### src/rtl/pe_writeback_rf.sv
// ============================================================================
// Module      : pe_writeback_rf
// Description : PE writeback stage. Commits FU results into a local register
//               file, predicate register and neighbour output register, and
//               serves two combinational operand read ports. Optional macro
//               WB_BYPASS_EN forwards same-cycle writes to the read ports.
// Revision    : 1.0 - initial release
// ============================================================================
`default_nettype none

module pe_writeback_rf #(
  parameter int DATA_W   = 32,
  parameter int RF_DEPTH = 8,
  parameter int ADDR_W   = 3,
  parameter int PRED_W   = 4
) (
  input  logic              clk,
  input  logic              rst,
  input  logic              fu_valid,
  input  logic [DATA_W-1:0] wb_value,
  input  logic [PRED_W-1:0] wb_pred,
  input  logic              write_back,
  input  logic              write_back_p,
  input  logic [ADDR_W-1:0] rd_addr,
  input  logic              out_en,
  input  logic [ADDR_W-1:0] ra_addr,
  input  logic [ADDR_W-1:0] rb_addr,
  output logic [DATA_W-1:0] ra_data,
  output logic [DATA_W-1:0] rb_data,
  output logic [PRED_W-1:0] pred_q,
  output logic [DATA_W-1:0] out_reg,
  output logic              out_valid,
  output logic [15:0]       wr_count
);

  localparam logic [15:0] C_CNT_MAX = 16'hFFFF;

  logic [DATA_W-1:0] r_rf [RF_DEPTH];
  logic [PRED_W-1:0] r_pred;
  logic [DATA_W-1:0] r_out;
  logic              r_out_valid;
  logic [15:0]       r_wr_count;

  logic              w_data_commit;
  logic              w_pred_commit;
  logic              w_out_commit;
  logic [DATA_W-1:0] w_ra_rf;
  logic [DATA_W-1:0] w_rb_rf;

  // Addresses beyond RF_DEPTH (only possible when RF_DEPTH < 2**ADDR_W)
  function automatic logic in_range(input logic [ADDR_W-1:0] a);
    return (32'(a) < 32'(RF_DEPTH));
  endfunction

  assign w_data_commit = fu_valid & write_back;
  assign w_pred_commit = fu_valid & write_back_p;
  assign w_out_commit  = fu_valid & write_back & out_en;

  always_ff @(posedge clk) begin
    if (rst) begin
      for (int i = 0; i < RF_DEPTH; i++) begin
        r_rf[i] <= '0;
      end
      r_pred      <= '0;
      r_out       <= '0;
      r_out_valid <= 1'b0;
      r_wr_count  <= '0;
    end else begin
      if (w_data_commit && in_range(rd_addr)) begin
        r_rf[rd_addr] <= wb_value;
      end
      if (w_data_commit && (r_wr_count != C_CNT_MAX)) begin
        r_wr_count <= r_wr_count + 16'd1;
      end
      if (w_pred_commit) begin
        r_pred <= wb_pred;
      end
      if (w_out_commit) begin
        r_out <= wb_value;
      end
      r_out_valid <= w_out_commit;
    end
  end

  assign w_ra_rf = in_range(ra_addr) ? r_rf[ra_addr] : '0;
  assign w_rb_rf = in_range(rb_addr) ? r_rf[rb_addr] : '0;

`ifdef WB_BYPASS_EN
  // Forward only writes that will actually land, so reset still wins
  logic w_fwd_ok;
  assign w_fwd_ok = ~rst & w_data_commit & in_range(rd_addr);
  assign ra_data  = (w_fwd_ok && (ra_addr == rd_addr)) ? wb_value : w_ra_rf;
  assign rb_data  = (w_fwd_ok && (rb_addr == rd_addr)) ? wb_value : w_rb_rf;
  assign pred_q   = (~rst & w_pred_commit) ? wb_pred : r_pred;
`else
  assign ra_data  = w_ra_rf;
  assign rb_data  = w_rb_rf;
  assign pred_q   = r_pred;
`endif

  assign out_reg   = r_out;
  assign out_valid = r_out_valid;
  assign wr_count  = r_wr_count;

endmodule

`default_nettype wire

### config.mk
export PLATFORM = sky130hd
export DESIGN_NAME = pe_writeback_rf
export DESIGN_NICKNAME = d
export VERILOG_FILES = /design/src/rtl/pe_writeback_rf.sv
export SDC_FILE = /design/constraint.sdc
export NUM_CORES = 1
export LEC_CHECK = 0
export BUFFER_PORTS_ARGS = -buffer_cell sky130_fd_sc_hd__buf_2
export CORE_MARGIN = 1
export CORE_UTILIZATION = 55
export CTS_BUF_LIST = sky130_fd_sc_hd__clkbuf_8
export DETAILED_ROUTE_END_ITERATION = 10
export PLACE_DENSITY_LB_ADDON = 0.12
export SLEW_MARGIN = 20
export SYNTH_ARGS = -nofsm -noshare
export SYNTH_HDL_FRONTEND = slang
export SYNTH_SLANG_ARGS = --single-unit
export TNS_END_PERCENT = 5
### constraint.sdc
create_clock -name clk -period 3 [get_ports clk]
set_input_delay 0.6 -clock clk [delete_from_list [all_inputs] [get_ports clk]]
set_output_delay 0.6 -clock clk [all_outputs]
set_load 0.02 [all_outputs]
==> flow_summary.json, run 1 <==
{
  "cts_buffers": 50,
  "finalWirelength_um": 38800,
  "cts_setup_buffers": 0,
  "firstDrtPassIters": 5,
  "layout.cells.non_filler": 1640,
  "synth_fp_nets": 1093,
  "path_delay_family": "multiplexers",
  "grt_pass1_vias": 9899,
  "drv_cap": 0,
  "vias": 9760,
  "dp.final_hpwl_um": 23100,
  "htree_levels": 2,
  "grt_usage_pct": 28.0,
  "place_congestion": 0.760,
  "synth_seq_cells": 309,
  "clock_sinks": 309,
  "cts_buffer_depth": 3,
  "cts_tree": "built",
  "ys_warn_count": 0,
  "crit_path_start": "rb_addr[0]",
  "pin_count": 168,
  "largest_reg_flops": 256,
  "regToRegSetupSlack_ns": 0.99,
  "powerDensity_nw_per_um2": 547,
  "grt_overflow": 0,
  "critPathKind": "in2out",
  "nets": 1279,
  "max_freq_mhz": 373,
  "arrival_ns": 2.08,
  "grt_pass1_wl_um": 58200,
  "dieArea_um2": 28500,
  "portBuffers": 167,
  "cts_resized": 0,
  "cts.hold.buffers_added": 0,
  "tightest_slew_ns": 0.657,
  "die_h_um": 169,
  "leakagePower_nw": 6.59,
  "worst-path-buf-inv": 3,
  "final_hold_viol_count": 0,
  "ys_async_sr_fraction_pct": 0,
  "worstSetupEndpoint": "rb_data[0]",
  "worst-path-stages": 5,
  "critPathSlowestCell": "mux4_2",
  "cp-start-kind": "input port",
  "synth_edf_count": 256,
  "synth_cells": 1041,
  "post-route-min-period_ns": 2.68,
  "cp_cell_sequence": "buf_4 > buf_12 > mux4_2 > mux2_2 > buf_2",
  "root_buffer": "clkbuf_8",
  "slew_headroom_pct": 55.8,
  "fin_crit_sh_pct": 89.4,
  "synth-seq-area-share_pct": 57.1,
  "core_area_um2": 27200,
  "clk_pin_slew_ns": 0.06,
  "post-place-cells": 1547,
  "slowest_delay_ns": 0.52,
  "grt_max_degree": 65,
  "r2r-end": "wr_count[1]",
  "tns_ns": 0,
  "avgViaCountPerCell": 5.95,
  "final_antenna_net_count": 0,
  "area_growth_pct": 16.5,
  "clock_skew_ns": 0.0152,
  "synthFlopType": "edfxtp_1",
  "drt-initial-drc-count": 827,
  "row_count": 60,
  "route.detailed.drc": 0,
  "wire_per_inst_um": 23.7,
  "diodes": 0,
  "syn_area_um2": 15300,
  "drv_slew": 0,
  "insertion_delay_ns": 0.56,
  "reg2reg_depth": 6,
  "hp-class": "in2reg",
  "endpoint_kind": "output port",
  "grt_antenna_before_repair": 2,
  "timing.rr.start": "wr_count[0]",
  "crit_fanout": 20,
  "rsz0062_at_grt": "false",
  "die_w_um": 169,
  "ys_types": 38,
  "cp.required_ns": 2.40,
  "peakVddDrop_mv": 0.451,
  "start_util_pct": 56.4,
  "layout-drive-gt1-share_pct": 39.1,
  "avgSynthCellArea_um2": 14.7,
  "setup_violations": 0,
  "outcome": "completed"
}
## final cells by class
class | count | area [um2]
Sequential cell | 309 | 8750
Tap cell | 372 | 465
Inverter | 3 | 11.3
Clock inverter | 31 | 131
Fill cell | 2045 | 9320
Clock buffer | 62 | 853
Multi-Input combinational cell | 653 | 6280
Timing Repair Buffer | 210 | 1360
## where the power goes
group          switching (mW)  internal (mW)
sequential              0.108           4.87
clock                    1.64           1.86
combinational           0.697          0.589
total                    2.44           7.32
## per-stage QoR
| step | utilization (%) | worst slack (ns) | power (mW) | cell area [um2] | hold slack, ns |
|---|---|---|---|---|---|
| 4_1_cts | 65.7 | 0.309 | 9.83 | 17900 | 0.253 |
| 5_1_grt | 65.7 | 0.265 | 10.1 | 17900 | 0.261 |
| 3_3_place_gp | 62.1 | 0.324 | 6.32 | 16900 | 0.438 |
| 3_5_place_dp | 62.1 | 0.313 | 6.35 | 16900 | 0.443 |
| 2_1_floorplan | - | 0.267 | 5.86 | 15300 | 0.531 |
| 6_report | 65.7 | 0.319 | 9.76 | 17900 | 0.288 |
## cell usage after synthesis, types with 3 or more instances
cell | count | share of area, %
and2_1 | 257 | 10
edfxtp_1 | 256 | 50
mux4_2 | 128 | 19
nand2_1 | 76 | 1.9
mux2_2 | 66 | 4.8
clkbuf_1 | 58 | 1.4
dfxtp_1 | 53 | 6.9
a21oi_1 | 46 | 1.5
buf_2 | 13 | 0.42
nor2_1 | 13 | 0.32
or2_2 | 10 | 0.41
nand3_1 | 9 | 0.29
o21ai_0 | 5 | 0.16
o31ai_1 | 5 | 0.24
or4_1 | 5 | 0.24
nand4_1 | 4 | 0.16
nor4_1 | 4 | 0.16
or3_1 | 4 | 0.16
inv_1 | 3 | 0.073
nor2b_1 | 3 | 0.12
## how the worst min path moves through the flow
| stage | start | to | slack, ns | cells past startpoint |
|---|---|---|---|---|
| final | wb_pred[3] | pred_q[3] | 0.29 | 3 |
| after CTS | wb_pred[3] | pred_q[3] | 0.25 | 3 |
| after global placement | out_reg[30] | out_reg[30] | 0.44 | 2 |
| after global routing | wb_pred[3] | pred_q[3] | 0.26 | 3 |
| after detailed placement | out_reg[28] | out_reg[28] | 0.44 | 2 |
| after floorplan | pred_q[0] | pred_q[0] | 0.53 | 2 |
## layout by cell type, fill, tap and decap left out, drive strengths merged, types with 10 or more instances in the layout
cell    netlist  final
inv           3     26
clkbuf       58     62
mux4        128    128
or2          10     10
mux2         66     66
and2        257    257
nor2         13     13
a21oi        46     46
edfxtp      256    256
buf          18    210
nand3        10     10
dfxtp        53     53
nand2        76     76
## cells by family (layout without fill, tap and decap cells)
kind of cell / Yosys count / after routing / share of synthesized area [%]
AND/OR/NAND/NOR: 395 / 395 / 14.7
flip-flops: 309 / 309 / 57.1
multiplexers: 195 / 195 / 23.7
buffers and inverters: 79 / 306 / 2.16
AO/OA/AOI/OAI: 61 / 61 / 2.16
adder cells (fa/ha/maj): 1 / 1 / 0.0816
XOR/XNOR: 1 / 1 / 0.0572
## routing by layer
layer / vias to the layer above / wire, um / track usage (%)
li1: 4314 / - / -
met3: 69 / 2820 / 4.72
met2: 391 / 19700 / 47.5
met5: - / 26 / 0
met4: 4 / 832 / 8.34
met1: 4982 / 15500 / 37.2
## worst reg2reg max path: cells and delay by family, from the launching register on
| family | cells | cell delay [ns] |
|---|---|---|
| adder cells (fa/ha/maj) | 1 | 0.23 |
| AO/OA/AOI/OAI | 1 | 0.37 |
| AND/OR/NAND/NOR | 2 | 0.38 |
| flip-flops | 1 | 0.42 |
| buffers and inverters | 1 | 0.27 |
| multiplexers | 1 | 0.21 |
Power figures use the tool's default switching activity.
==> run 2: changes to the inputs <==
--- a/config.mk
+++ b/config.mk
@@ -11,6 +11,7 @@
 export CTS_BUF_LIST = sky130_fd_sc_hd__clkbuf_8
 export DETAILED_ROUTE_END_ITERATION = 10
 export PLACE_DENSITY_LB_ADDON = 0.12
+export REMOVE_ABC_BUFFERS = 1
 export SLEW_MARGIN = 20
 export SYNTH_ARGS = -nofsm -noshare
 export SYNTH_HDL_FRONTEND = slang
==> flow_summary.json, run 2 (synthesis gave the netlist of run 1 again) <==
{
  "swShare_pct": 25.5,
  "die_h_um": 169,
  "area_growth_pct": 16.1,
  "layout-drive-gt1-share_pct": 38.5,
  "setup_violations": 0,
  "endpoint_kind": "output port",
  "arrival_ns": 2.04,
  "final_cell_mix": "and2_1, edfxtp_1, buf_2",
  "dieArea_um2": 28500,
  "cts_tree": "built",
  "max_freq_mhz": 378,
  "place_congestion": 0.772,
  "dp.final_hpwl_um": 22300,
  "crit_fanout": 22,
  "firstDrtPassIters": 5,
  "route.detailed.drc": 0,
  "hp-class": "in2reg",
  "rsz0062_at_grt": "false",
  "cts_setup_buffers": 0,
  "final_antenna_net_count": 0,
  "leakagePower_nw": 6.56,
  "pin_count": 168,
  "seqCellArea_um2": 8750,
  "cts_buffers": 51,
  "critPathSlowestCell": "mux4_2",
  "core_area_um2": 27200,
  "post-route-min-period_ns": 2.64,
  "cts_resized": 0,
  "clock_skew_ns": 0.00809,
  "seqPwrFrac_pct": 51.7,
  "fin_util_pct": 65.5,
  "finalWirelength_um": 38200,
  "hp-start": "wb_pred[0]",
  "drt-initial-drc-count": 818,
  "nets": 1275,
  "powerDensity_nw_per_um2": 540,
  "grt_overflow": 0,
  "avgViaCountPerCell": 5.94,
  "timing.rr.start": "wr_count[0]",
  "cts_buffer_depth": 3,
  "wire_per_inst_um": 23.4,
  "drv_cap": 0,
  "drv_slew": 0,
  "diodes": 0,
  "n_fill_cell": 2014,
  "layout_commonest_cell": "and2_1",
  "grt_max_degree": 65,
  "peakVddDrop_mv": 0.314,
  "path_delay_family": "multiplexers",
  "grt_pass1_wl_um": 58000,
  "htree_levels": 2,
  "die_w_um": 169,
  "p_sw_mw": 2.45,
  "grt_antenna_before_repair": 0,
  "fin_crit_sh_pct": 88.1,
  "crit_path_start": "ra_addr[0]",
  "clk_pin_slew_ns": 0.06,
  "critPathKind": "in2out",
  "clock_sinks": 309,
  "cp.required_ns": 2.40,
  "outcome": "completed",
  "root_buffer": "clkbuf_8",
  "finalPower_mw": 9.62,
  "largest_reg_flops": 256,
  "cp_cell_sequence": "buf_4 > buf_12 > mux4_2 > mux2_2 > buf_2",
  "insertion_delay_ns": 0.57,
  "comb_power_share_pct": 13.4,
  "tns_ns": 0,
  "p_clk_share_pct": 34.9,
  "cts.hold.buffers_added": 0,
  "whs_ns": 0.289,
  "final_hold_viol_count": 0,
  "slew_headroom_pct": 39.7,
  "vias": 9713,
  "tightest_slew_ns": 0.901,
  "grt_usage_pct": 27.7,
  "row_count": 60,
  "cp-start-kind": "input port",
  "slowest_delay_ns": 0.53,
  "multiInputGateArea_um2": 6280,
  "start_util_pct": 56.4,
  "portBuffers": 167,
  "internal-power_mw": 7.17,
  "worst-path-buf-inv": 3,
  "grt_pass1_vias": 9980
}
[run 2: path summary, 6_finish.rpt]
| path | endpoint | slack [ns] | cells past startpoint |
|---|---|---|---|
| setup / recovery | ra_data[8] | 0.36 | 5 |
| hold / removal | pred_q[0] | 0.29 | 3 |
| setup reg to reg | wr_count[1] | 1.05 | 6 |
| hold reg to reg | out_reg[23] | 0.45 | 2 |
[run 2: routing by layer]
layer	global-route usage, %	wire [um]
met1	37.4	16300
met2	46.1	18600
met3	4.75	2510
met4	9.01	826
met5	0	0
[run 2: worst reg2reg max path: stages (launching register included)]
cell	delay, ns
dfxtp_1	0.40
ha_1	0.22
nand4_1	0.29
o41ai_2	0.37
buf_4	0.28
mux2i_1	0.21
nor2_1	0.05
[run 2: power by group through the flow]
| stage | clock, mW | sequential (mW) | combinational [mW] |
|---|---|---|---|
| after floorplan | 0 | 5.04 | 0.715 |
| after global routing | 3.59 | 5.00 | 1.36 |
| after CTS | 3.42 | 4.97 | 1.30 |
| after detailed placement | 0 | 5.06 | 1.29 |
| final | 3.36 | 4.97 | 1.29 |
| after global placement | 0 | 5.04 | 1.28 |
[run 2: final cells by class]
| class | instances | area share [%] |
|---|---|---|
| sequential | 309 | 49.2 |
| multi-input combinational | 653 | 35.3 |
| timing repair buffer | 205 | 7.66 |
| clock buffer | 56 | 4.33 |
| tap | 372 | 2.62 |
| clock inverter | 38 | 0.851 |
| inverter | 3 | 0.0633 |
[run 2: stage by stage]
step	cell area [um2]	setup WS (ns)	instances
after floorplan	15000	0.0105	965
after global placement	16900	0.349	1542
after detailed placement	16900	0.340	1542
after CTS	17800	0.333	1636
after global routing	17800	0.301	1636
final	17800	0.357	1636
==> run 3: changes to the inputs <==
--- a/config.mk
+++ b/config.mk
@@ -6,8 +6,10 @@
 export NUM_CORES = 1
 export LEC_CHECK = 0
 export BUFFER_PORTS_ARGS = -buffer_cell sky130_fd_sc_hd__buf_2
+export CELL_PAD_IN_SITES_DETAIL_PLACEMENT = 0
+export CELL_PAD_IN_SITES_GLOBAL_PLACEMENT = 2
 export CORE_MARGIN = 1
-export CORE_UTILIZATION = 55
+export CORE_UTILIZATION = 44
 export CTS_BUF_LIST = sky130_fd_sc_hd__clkbuf_8
 export DETAILED_ROUTE_END_ITERATION = 10
 export PLACE_DENSITY_LB_ADDON = 0.12
==> constraint.sdc (replaced) <==
create_clock -name clk -period 3 [get_ports clk]
set_input_delay 0.6 -clock clk [delete_from_list [all_inputs] [get_ports clk]]
set_output_delay 0.6 -clock clk [all_outputs]
set_load 0.1 [all_outputs]
==> flow_summary.json, run 3 (synthesis gave the netlist of run 1 again) <==
{
  "outcome": "completed",
  "drv_slew": 0,
  "insertion_delay_ns": 0.58,
  "peakVddDrop_mv": 0.333,
  "start_util_pct": 45.3,
  "endpoint_kind": "output port",
  "grt_pass1_vias": 9924,
  "post-place-cells": 1622,
  "grt_antenna_before_repair": 0,
  "cp.required_ns": 2.40,
  "clk_pin_slew_ns": 0.05,
  "slew_headroom_pct": 62.3,
  "avgViaCountPerCell": 5.56,
  "die_w_um": 189,
  "grt_pass1_wl_um": 61200,
  "place_congestion": 0.727,
  "tns_ns": 0,
  "route.detailed.drc": 0,
  "nets": 1282,
  "leakagePower_nw": 6.63,
  "layout-drive-gt1-share_pct": 39.4,
  "timing.rr.start": "wr_count[0]",
  "dp.final_hpwl_um": 24000,
  "dieArea_um2": 35600,
  "cts_buffer_depth": 3,
  "root_buffer": "clkbuf_8",
  "worstSetupEndpoint": "ra_data[0]",
  "fin_crit_sh_pct": 93.9,
  "worst_slack_ns": 0.182,
  "finalWirelength_um": 40700,
  "critPathKind": "in2out",
  "pin_count": 168,
  "drt-initial-drc-count": 639,
  "pre_cts_ws_ns": 0.171,
  "cts_tree": "built",
  "layout.cells.non_filler": 1722,
  "largest_reg_flops": 256,
  "final_cell_mix": "and2_1, edfxtp_1, buf_2",
  "layout_commonest_cell": "and2_1",
  "rsz0062_at_grt": "false",
  "multiInputGateArea_um2": 6310,
  "clock_skew_ns": 0.00766,
  "seqCellArea_um2": 8750,
  "crit_path_start": "ra_addr[0]",
  "drv_cap": 0,
  "cts.hold.buffers_added": 0,
  "hp-class": "in2reg",
  "powerDensity_nw_per_um2": 606,
  "reg2reg_depth": 6,
  "clock_sinks": 309,
  "arrival_ns": 2.22,
  "final_antenna_net_count": 0,
  "fin_area_um2": 18100,
  "grt_usage_pct": 23.3,
  "tightest_slew_ns": 0.560,
  "core_area_um2": 33900,
  "die_h_um": 189,
  "final_hold_viol_count": 0,
  "setup_violations": 0,
  "finalPower_mw": 11.0,
  "fin_util_pct": 53.5,
  "r2r-end": "wr_count[1]",
  "cts_resized": 0,
  "vias": 9567,
  "portBuffers": 167,
  "cts_setup_buffers": 0,
  "diodes": 0,
  "n_fill_cell": 2915,
  "grt_max_degree": 43,
  "grt_overflow": 0,
  "wire_per_inst_um": 23.6,
  "row_count": 67,
  "cts_buffers": 54,
  "whs_ns": 0.271,
  "cp-start-kind": "input port",
  "regToRegSetupSlack_ns": 1.03,
  "max_freq_mhz": 355,
  "post_dp_cell_area_um2": 17000,
  "firstDrtPassIters": 5,
  "area_growth_pct": 18.1,
  "crit_fanout": 20,
  "post-route-min-period_ns": 2.82,
  "htree_levels": 2
}
run 3: cell types whose count changed in the layout (fill, tap and decap cells not counted), moves of 2 or more:
| cell | change |
|---|---|
| buf_12 | -2 |
| buf_2 | -2 |
| buf_4 | +8 |
| clkbuf_8 | +13 |
| clkinv_2 | -3 |
| inv_1 | -6 |
| nor2_2 | -6 |
| nor2_4 | +6 |
run 3: how the worst min path moves through the flow:
stage	start	to	slack, ns	cells past startpoint
global placement	out_reg[18]	out_reg[18]	0.44	2
CTS	wb_pred[2]	pred_q[2]	0.22	3
global route	wb_pred[2]	pred_q[2]	0.23	3
finish	wb_pred[2]	pred_q[2]	0.27	3
floorplan	rst	out_reg[0]	0.67	1
detailed placement	pred_q[0]	pred_q[0]	0.44	2
run 3: cell type report:
class	count	share of cell area, %
inverters	3	0.0622
clock inverters	31	0.815
clock buffers	69	5.24
well taps	448	3.10
flip-flops and latches	309	48.3
multi-input cells	653	34.9
repair buffers	209	7.59
run 3: critical path, stage by stage:
cell and delay, ns:
buf_4 0.21, buf_12 0.23, mux4_2 0.52, mux2_2 0.31
buf_2 0.30
run 3: where the power goes:
part | total (mW) | internal, mW | switching, mW
sequential | 4.97 | 4.87 | 0.106
combinational | 2.14 | 0.590 | 1.55
clock | 3.86 | 2.14 | 1.72
run 3: per-layer routing:
layer	share of wire, %	global-route usage, %	wire length [um]	vias up
met2	50	39.9	20500	288
met5	0	0	0	-
met3	5.3	4.04	2170	57
li1	-	-	-	4320
met1	43	30.7	17400	4902
met4	1.7	6.23	689	0
